### src/rtl/clint_pkg.sv
// clint_pkg: FSM encoding and CLINT register map shared by the arbiter and its users
package clint_pkg;

    typedef enum logic [1:0] {
        S_IDLE  = 2'd0,
        S_ISSUE = 2'd1,
        S_RESP  = 2'd2
    } state_t;

    localparam logic [15:0] MSIP_BASE     = 16'h0000;
    localparam logic [15:0] MTIMECMP_BASE = 16'h4000;
    localparam logic [15:0] MTIME_LO      = 16'hBFF8;
    localparam logic [15:0] MTIME_HI      = 16'hBFFC;

    localparam int N_REQ_MIN = 2;
    localparam int N_REQ_MAX = 8;

endpackage

### src/rtl/clint_arb_rr_pick.sv
// rr_pick: rotate-priority encoder, first eligible request at or after ptr wins
module rr_pick #(
    parameter int N  = 2,
    parameter int PW = 1
) (
    input  logic [N-1:0]  req,
    input  logic [PW-1:0] ptr,
    input  logic [N-1:0]  mask,
    output logic [N-1:0]  onehot,
    output logic [PW-1:0] idx,
    output logic          any
);

    logic [N-1:0] elig;

    assign elig = req & mask;

    // scan farthest to nearest so the nearest eligible request overwrites earlier hits
    always_comb begin
        logic [PW-1:0] k;
        k      = '0;
        onehot = '0;
        idx    = '0;
        any    = 1'b0;
        for (int i = N - 1; i >= 0; i--) begin
            k = PW'((int'(ptr) + i) % N);
            if (elig[k]) begin
                onehot = N'(1) << k;
                idx    = k;
                any    = 1'b1;
            end
        end
    end

endmodule

### src/rtl/clint_arb.sv
// clint_arb: round-robin arbiter with grant locking sharing one CLINT register port
module clint_arb
    import clint_pkg::*;
#(
    parameter int N_REQ = 2,
    parameter int OFS_W = 16
) (
    input  logic                   CLK,
    input  logic                   RST,
    input  logic [N_REQ-1:0]       i_req,
    input  logic [N_REQ-1:0]       i_we,
    input  logic [N_REQ-1:0]       i_lock,
    input  logic [N_REQ*OFS_W-1:0] i_offset,
    input  logic [N_REQ*32-1:0]    i_wdata,
    output logic [N_REQ-1:0]       o_ack,
    output logic [31:0]            o_rdata,
    output logic [OFS_W-1:0]       o_offset,
    output logic                   o_we,
    output logic [31:0]            o_wdata,
    input  logic [31:0]            i_rdata
);

    localparam int PW = $clog2(N_REQ);

    if (N_REQ < N_REQ_MIN || N_REQ > N_REQ_MAX) begin : g_bad_n_req
        $error("clint_arb: N_REQ must be in 2..8");
    end

    state_t           state, state_nx;
    logic [PW-1:0]    rr_ptr, g, g_inc, ptr_eff, pick_idx;
    logic [N_REQ-1:0] g_oh, mask, pick_oh;
    logic             locked, lock_hold, lock_end, pick_any, we_l;
    logic [OFS_W-1:0] ofs_l;
    logic [31:0]      wd_l;

    // while the owner keeps i_lock only it may win; releasing in IDLE rotates past it at once
    assign g_inc     = (g == PW'(N_REQ - 1)) ? '0 : g + 1'b1;
    assign lock_hold = locked && i_lock[g];
    assign lock_end  = locked && !i_lock[g];
    assign ptr_eff   = lock_end ? g_inc : rr_ptr;
    assign mask      = lock_hold ? g_oh : '1;

    rr_pick #(.N(N_REQ), .PW(PW)) u_pick (
        .req    (i_req),
        .ptr    (ptr_eff),
        .mask   (mask),
        .onehot (pick_oh),
        .idx    (pick_idx),
        .any    (pick_any)
    );

    // state, pointer/lock bookkeeping and the latched winning access
    always_ff @(posedge CLK) begin
        if (RST) begin
            state  <= S_IDLE;
            rr_ptr <= '0;
            locked <= 1'b0;
            g      <= '0;
            g_oh   <= '0;
            we_l   <= 1'b0;
            ofs_l  <= '0;
            wd_l   <= '0;
        end else begin
            state <= state_nx;
            if (state == S_IDLE && lock_end) begin
                locked <= 1'b0;
                rr_ptr <= g_inc;
            end
            if (state == S_IDLE && pick_any) begin
                g     <= pick_idx;
                g_oh  <= pick_oh;
                we_l  <= i_we[pick_idx];
                ofs_l <= i_offset[pick_idx*OFS_W +: OFS_W];
                wd_l  <= i_wdata[pick_idx*32 +: 32];
            end
            if (state == S_RESP) begin
                locked <= i_lock[g];
                if (!i_lock[g]) rr_ptr <= g_inc;
            end
        end
    end

    // next state plus port drive: CLINT signals only in ISSUE, ack and read data only in RESP
    always_comb begin
        state_nx = S_IDLE;
        o_we     = 1'b0;
        o_offset = '0;
        o_wdata  = '0;
        o_ack    = '0;
        o_rdata  = '0;
        state_nx = (state == S_IDLE)  ? (pick_any ? S_ISSUE : S_IDLE) :
                   (state == S_ISSUE) ? S_RESP : S_IDLE;
        o_we     = (state == S_ISSUE) && we_l;
        o_offset = (state == S_ISSUE) ? ofs_l : '0;
        o_wdata  = (state == S_ISSUE) ? wd_l : '0;
        o_ack    = (state == S_RESP) ? g_oh : '0;
        o_rdata  = (state == S_RESP) ? i_rdata : '0;
    end

endmodule

### config.mk
export PLATFORM = sky130hd
export DESIGN_NAME = clint_arb
export DESIGN_NICKNAME = d
export VERILOG_FILES = /design/src/rtl/clint_pkg.sv /design/src/rtl/clint_arb_rr_pick.sv /design/src/rtl/clint_arb.sv
export SDC_FILE = /design/constraint.sdc
export NUM_CORES = 1
export LEC_CHECK = 0
export ABC_AREA = 0
export CELL_PAD_IN_SITES_DETAIL_PLACEMENT = 0
export CELL_PAD_IN_SITES_GLOBAL_PLACEMENT = 1
export CORE_ASPECT_RATIO = 1.25
export CORE_MARGIN = 3
export CORE_UTILIZATION = 24
export DETAILED_ROUTE_END_ITERATION = 10
export PLACE_DENSITY_LB_ADDON = 0.3
export SLEW_MARGIN = 20
export SYNTH_ARGS = -nofsm -noshare
export SYNTH_HDL_FRONTEND = slang
export SYNTH_SLANG_ARGS = --single-unit
### constraint.sdc
create_clock -name CLK -period 2.2 [get_ports CLK]
set_input_delay 0.44 -clock CLK [delete_from_list [all_inputs] [get_ports CLK]]
set_output_delay 0.44 -clock CLK [all_outputs]
set_load 0.02 [all_outputs]
==> flow_metrics.tcl, run 1 <==
set metrics [dict create \
    crit_type "input port to flop" \
    h-tree-depth 2 \
    cts_root_buf "clkbuf_16" \
    start_util_pct 24.68 \
    synth_area_um2 2894 \
    fp.dieArea_um2 13420 \
    core_um2 11730 \
    crit_fanout 16 \
    setup.worst_path.start_class "input port" \
    path_buf_inv 3 \
    drc 0 \
    ir_worst_vdd_uv 335.6 \
    ys_warn_count 0 \
    cts_buffers 5 \
    ys_types 24 \
    finalCritPeriodShare_pct 97.16 \
    antenna_found_initial 0 \
    drv_cap 0 \
    first_global_vias 2906 \
    die_width_um 104.2 \
    fmax_mhz 467.8 \
    std_cell_rows 44 \
    cp.arrival_ps 2310 \
    slew_violations 0 \
    cts_tree "yes" \
    final_util_pct 46.74 \
    cp_slowest_cell "clkdlybuf4s50_1" \
    crit_family "buffers and inverters" \
    cpPeakStageDelay_ps 500 \
    vias 2905 \
    path_clk_slew_ps 70 \
    n_fill_cell 1180 \
    fin_skew_ps 3.887 \
    gp_congestion 0.7774 \
    grt_max_degree 36 \
    drt-vias-per-instance 4.329 \
    fin_crit_ps 2138 \
    hold_viol 0 \
    slew_headroom_pct 63.19 \
    p_leak_uw 0.002449 \
    layout_commonest_cell "clkdlybuf4s50_1" \
    die_h_um 128.8 \
    top_level_ports 219 \
    endpoint_kind "flop" \
    clockBufferDepth 2 \
    area_growth_pct 89.36 \
    ys_seq_elements 55 \
    drtPass1Iterations 4 \
    ys_seq_area_share_pct 38.05 \
    portBuffers 218 \
    outcome "completed" \
    clk_latency_ps 290 \
    synthCells 292 \
    required_ps 2370 \
    grt_pass1_wl_mm 14.75 \
    final_layout_size_suffix_gt1_share_pct 7.059 \
    avgSynthCellArea_um2 9.911 \
    min_path_type "flop to flop" \
    wl_per_cell_um 14.62 \
    dpl-instance-area_um2 5390 \
    rsz0062_at_grt "false" \
    design_area_um2 5480 \
    path_cells "clkdlybuf4s50_1 > mux2_4 > a31oi_4 > buf_4 > o22ai_4 > buf_12 > mux2i_1 > o2bb2ai_1" \
    track_usage_pct 13.53 \
    ant_nets 0 \
    synth_nets 428 \
    grt_overflow 0 \
    dp_hpwl_mm 7.839 \
    setup_viol 0 \
    worstMarginPinSlew_ps 550.9 \
    p_per_area_nw_per_um2 510.4 \
    drt_iter0_drc 99 \
    postCtsHoldBufs 0 \
    wirelength_mm 9.812 \
    clock_sinks 55 \
    diodes 0 \
    layout_common_cells "clkdlybuf4s50_1, and2_1, dlygate4sd2_1, dfxtp_1, mux2i_1" \
    fin_nets 645 \
]
-- state kept, by name, indices dropped and copies added, names as in the netlist --
register  count
g             1
g_oh          1
locked        1
ofs_l        16
rr_ptr        1
state         2
wd_l         32
we_l          1
-- layer usage --
layer / wire [µm] / track usage (%) / vias to the layer above
met5: 0 / 0 / -
met4: 107 / 3.365 / 0
met3: 700 / 3.412 / 7
met2: 5257 / 26.41 / 140
met1: 3746 / 14.54 / 1301
li1: - / - / 1457
-- logic make-up after synthesis --
group,after synthesis,synth area share (%)
buffers and inverters,30,5.188
multiplexers,51,17.81
AND/OR/NAND/NOR,97,20.54
AO/OA/AOI/OAI,59,18.42
flip-flops,55,38.05
-- stage by stage --
step	worst slack (ps)	TNS [ps]	hold WS (ps)	std cells	power, µW
4_1_cts	35.37	0	460.1	670	2835
5_1_grt	16.85	0	466.1	671	2936
6_report	62.44	0	455.6	671	2797
3_3_place_gp	-385.4	-18770	435.4	660	2019
3_5_place_dp	-260.0	-7160	441.3	661	2037
2_1_floorplan	503.3	0	424.2	292	1548
-- final timing paths --
check,start,slack (ps),depth (start not counted),endpoint
worst min register to register,ofs_l[0]$_SDFFE_PP0P_,460,1,ofs_l[0]$_SDFFE_PP0P_
worst max-delay path,i_lock[0],60,8,wd_l[17]$_SDFFE_PP0P_
worst min-delay path,ofs_l[0]$_SDFFE_PP0P_,460,1,ofs_l[0]$_SDFFE_PP0P_
worst max register to register,g$_SDFFE_PP0P_,310,7,wd_l[17]$_SDFFE_PP0P_
-- cell type report --
cell class	count	area (µm²)	area share [%]
inverters	6	22.52	0.4110
clock buffers	8	156.4	2.854
multi-input cells	207	1660	30.30
flip-flops and latches	55	1101	20.09
repair buffers	234	2338	42.67
well taps	161	201.4	3.676
-- worst register-to-register path, stage by stage, from the launching register on --
cell	delay, ps
dfxtp_1	350
buf_4	140
nand2b_1	150
o21ai_0	140
o22ai_4	360
buf_12	230
mux2i_1	310
o2bb2ai_1	90
-- synthesized netlist by cell type --
cell type | instances | share of area, %
clkbuf_1 | 9 | 1.2
nand2b_1 | 2 | 0.43
buf_2 | 12 | 2.1
nor2b_1 | 4 | 0.86
buf_6 | 3 | 1.2
nor2_1 | 5 | 0.65
o211ai_1 | 1 | 0.26
a21bo_2 | 1 | 0.35
mux2i_1 | 50 | 17
mux2_4 | 1 | 0.52
and2_1 | 83 | 18
a2bb2oi_2 | 1 | 0.52
inv_1 | 5 | 0.65
o21ai_0 | 3 | 0.52
nor3b_1 | 1 | 0.26
dfxtp_1 | 55 | 38
o21a_2 | 1 | 0.30
o2bb2ai_1 | 49 | 15
o22ai_4 | 1 | 0.69
inv_2 | 1 | 0.13
a31oi_1 | 1 | 0.22
nor3_1 | 1 | 0.17
nor2_2 | 1 | 0.22
a31oi_4 | 1 | 0.73
-- power breakdown --
group	leakage, µW	internal, µW	total (µW)	switching (µW)
Clock	0.0000772	485	820	334
Sequential	0.000454	1100	1150	50.4
Combinational	0.00192	479	828	349
-- what timing repair did --
action	in CTS	in global routing
pin swaps	0	1
setup endpoints to repair	78	2
gates cloned	0	1
resized for setup	82	0
buffers inserted	1	0
hold endpoints to repair	0	0
No activity file was read; power rests on OpenSTA's default activity.
==> run 2, diff against run 1 <==
--- a/config.mk
+++ b/config.mk
@@ -6,6 +6,7 @@
 export NUM_CORES = 1
 export LEC_CHECK = 0
 export ABC_AREA = 0
+export CAP_MARGIN = 10
 export CELL_PAD_IN_SITES_DETAIL_PLACEMENT = 0
 export CELL_PAD_IN_SITES_GLOBAL_PLACEMENT = 1
 export CORE_ASPECT_RATIO = 1.25
==> results of run 2 <==
No change in the layout: final DEF, timing and power equal those of run 1.
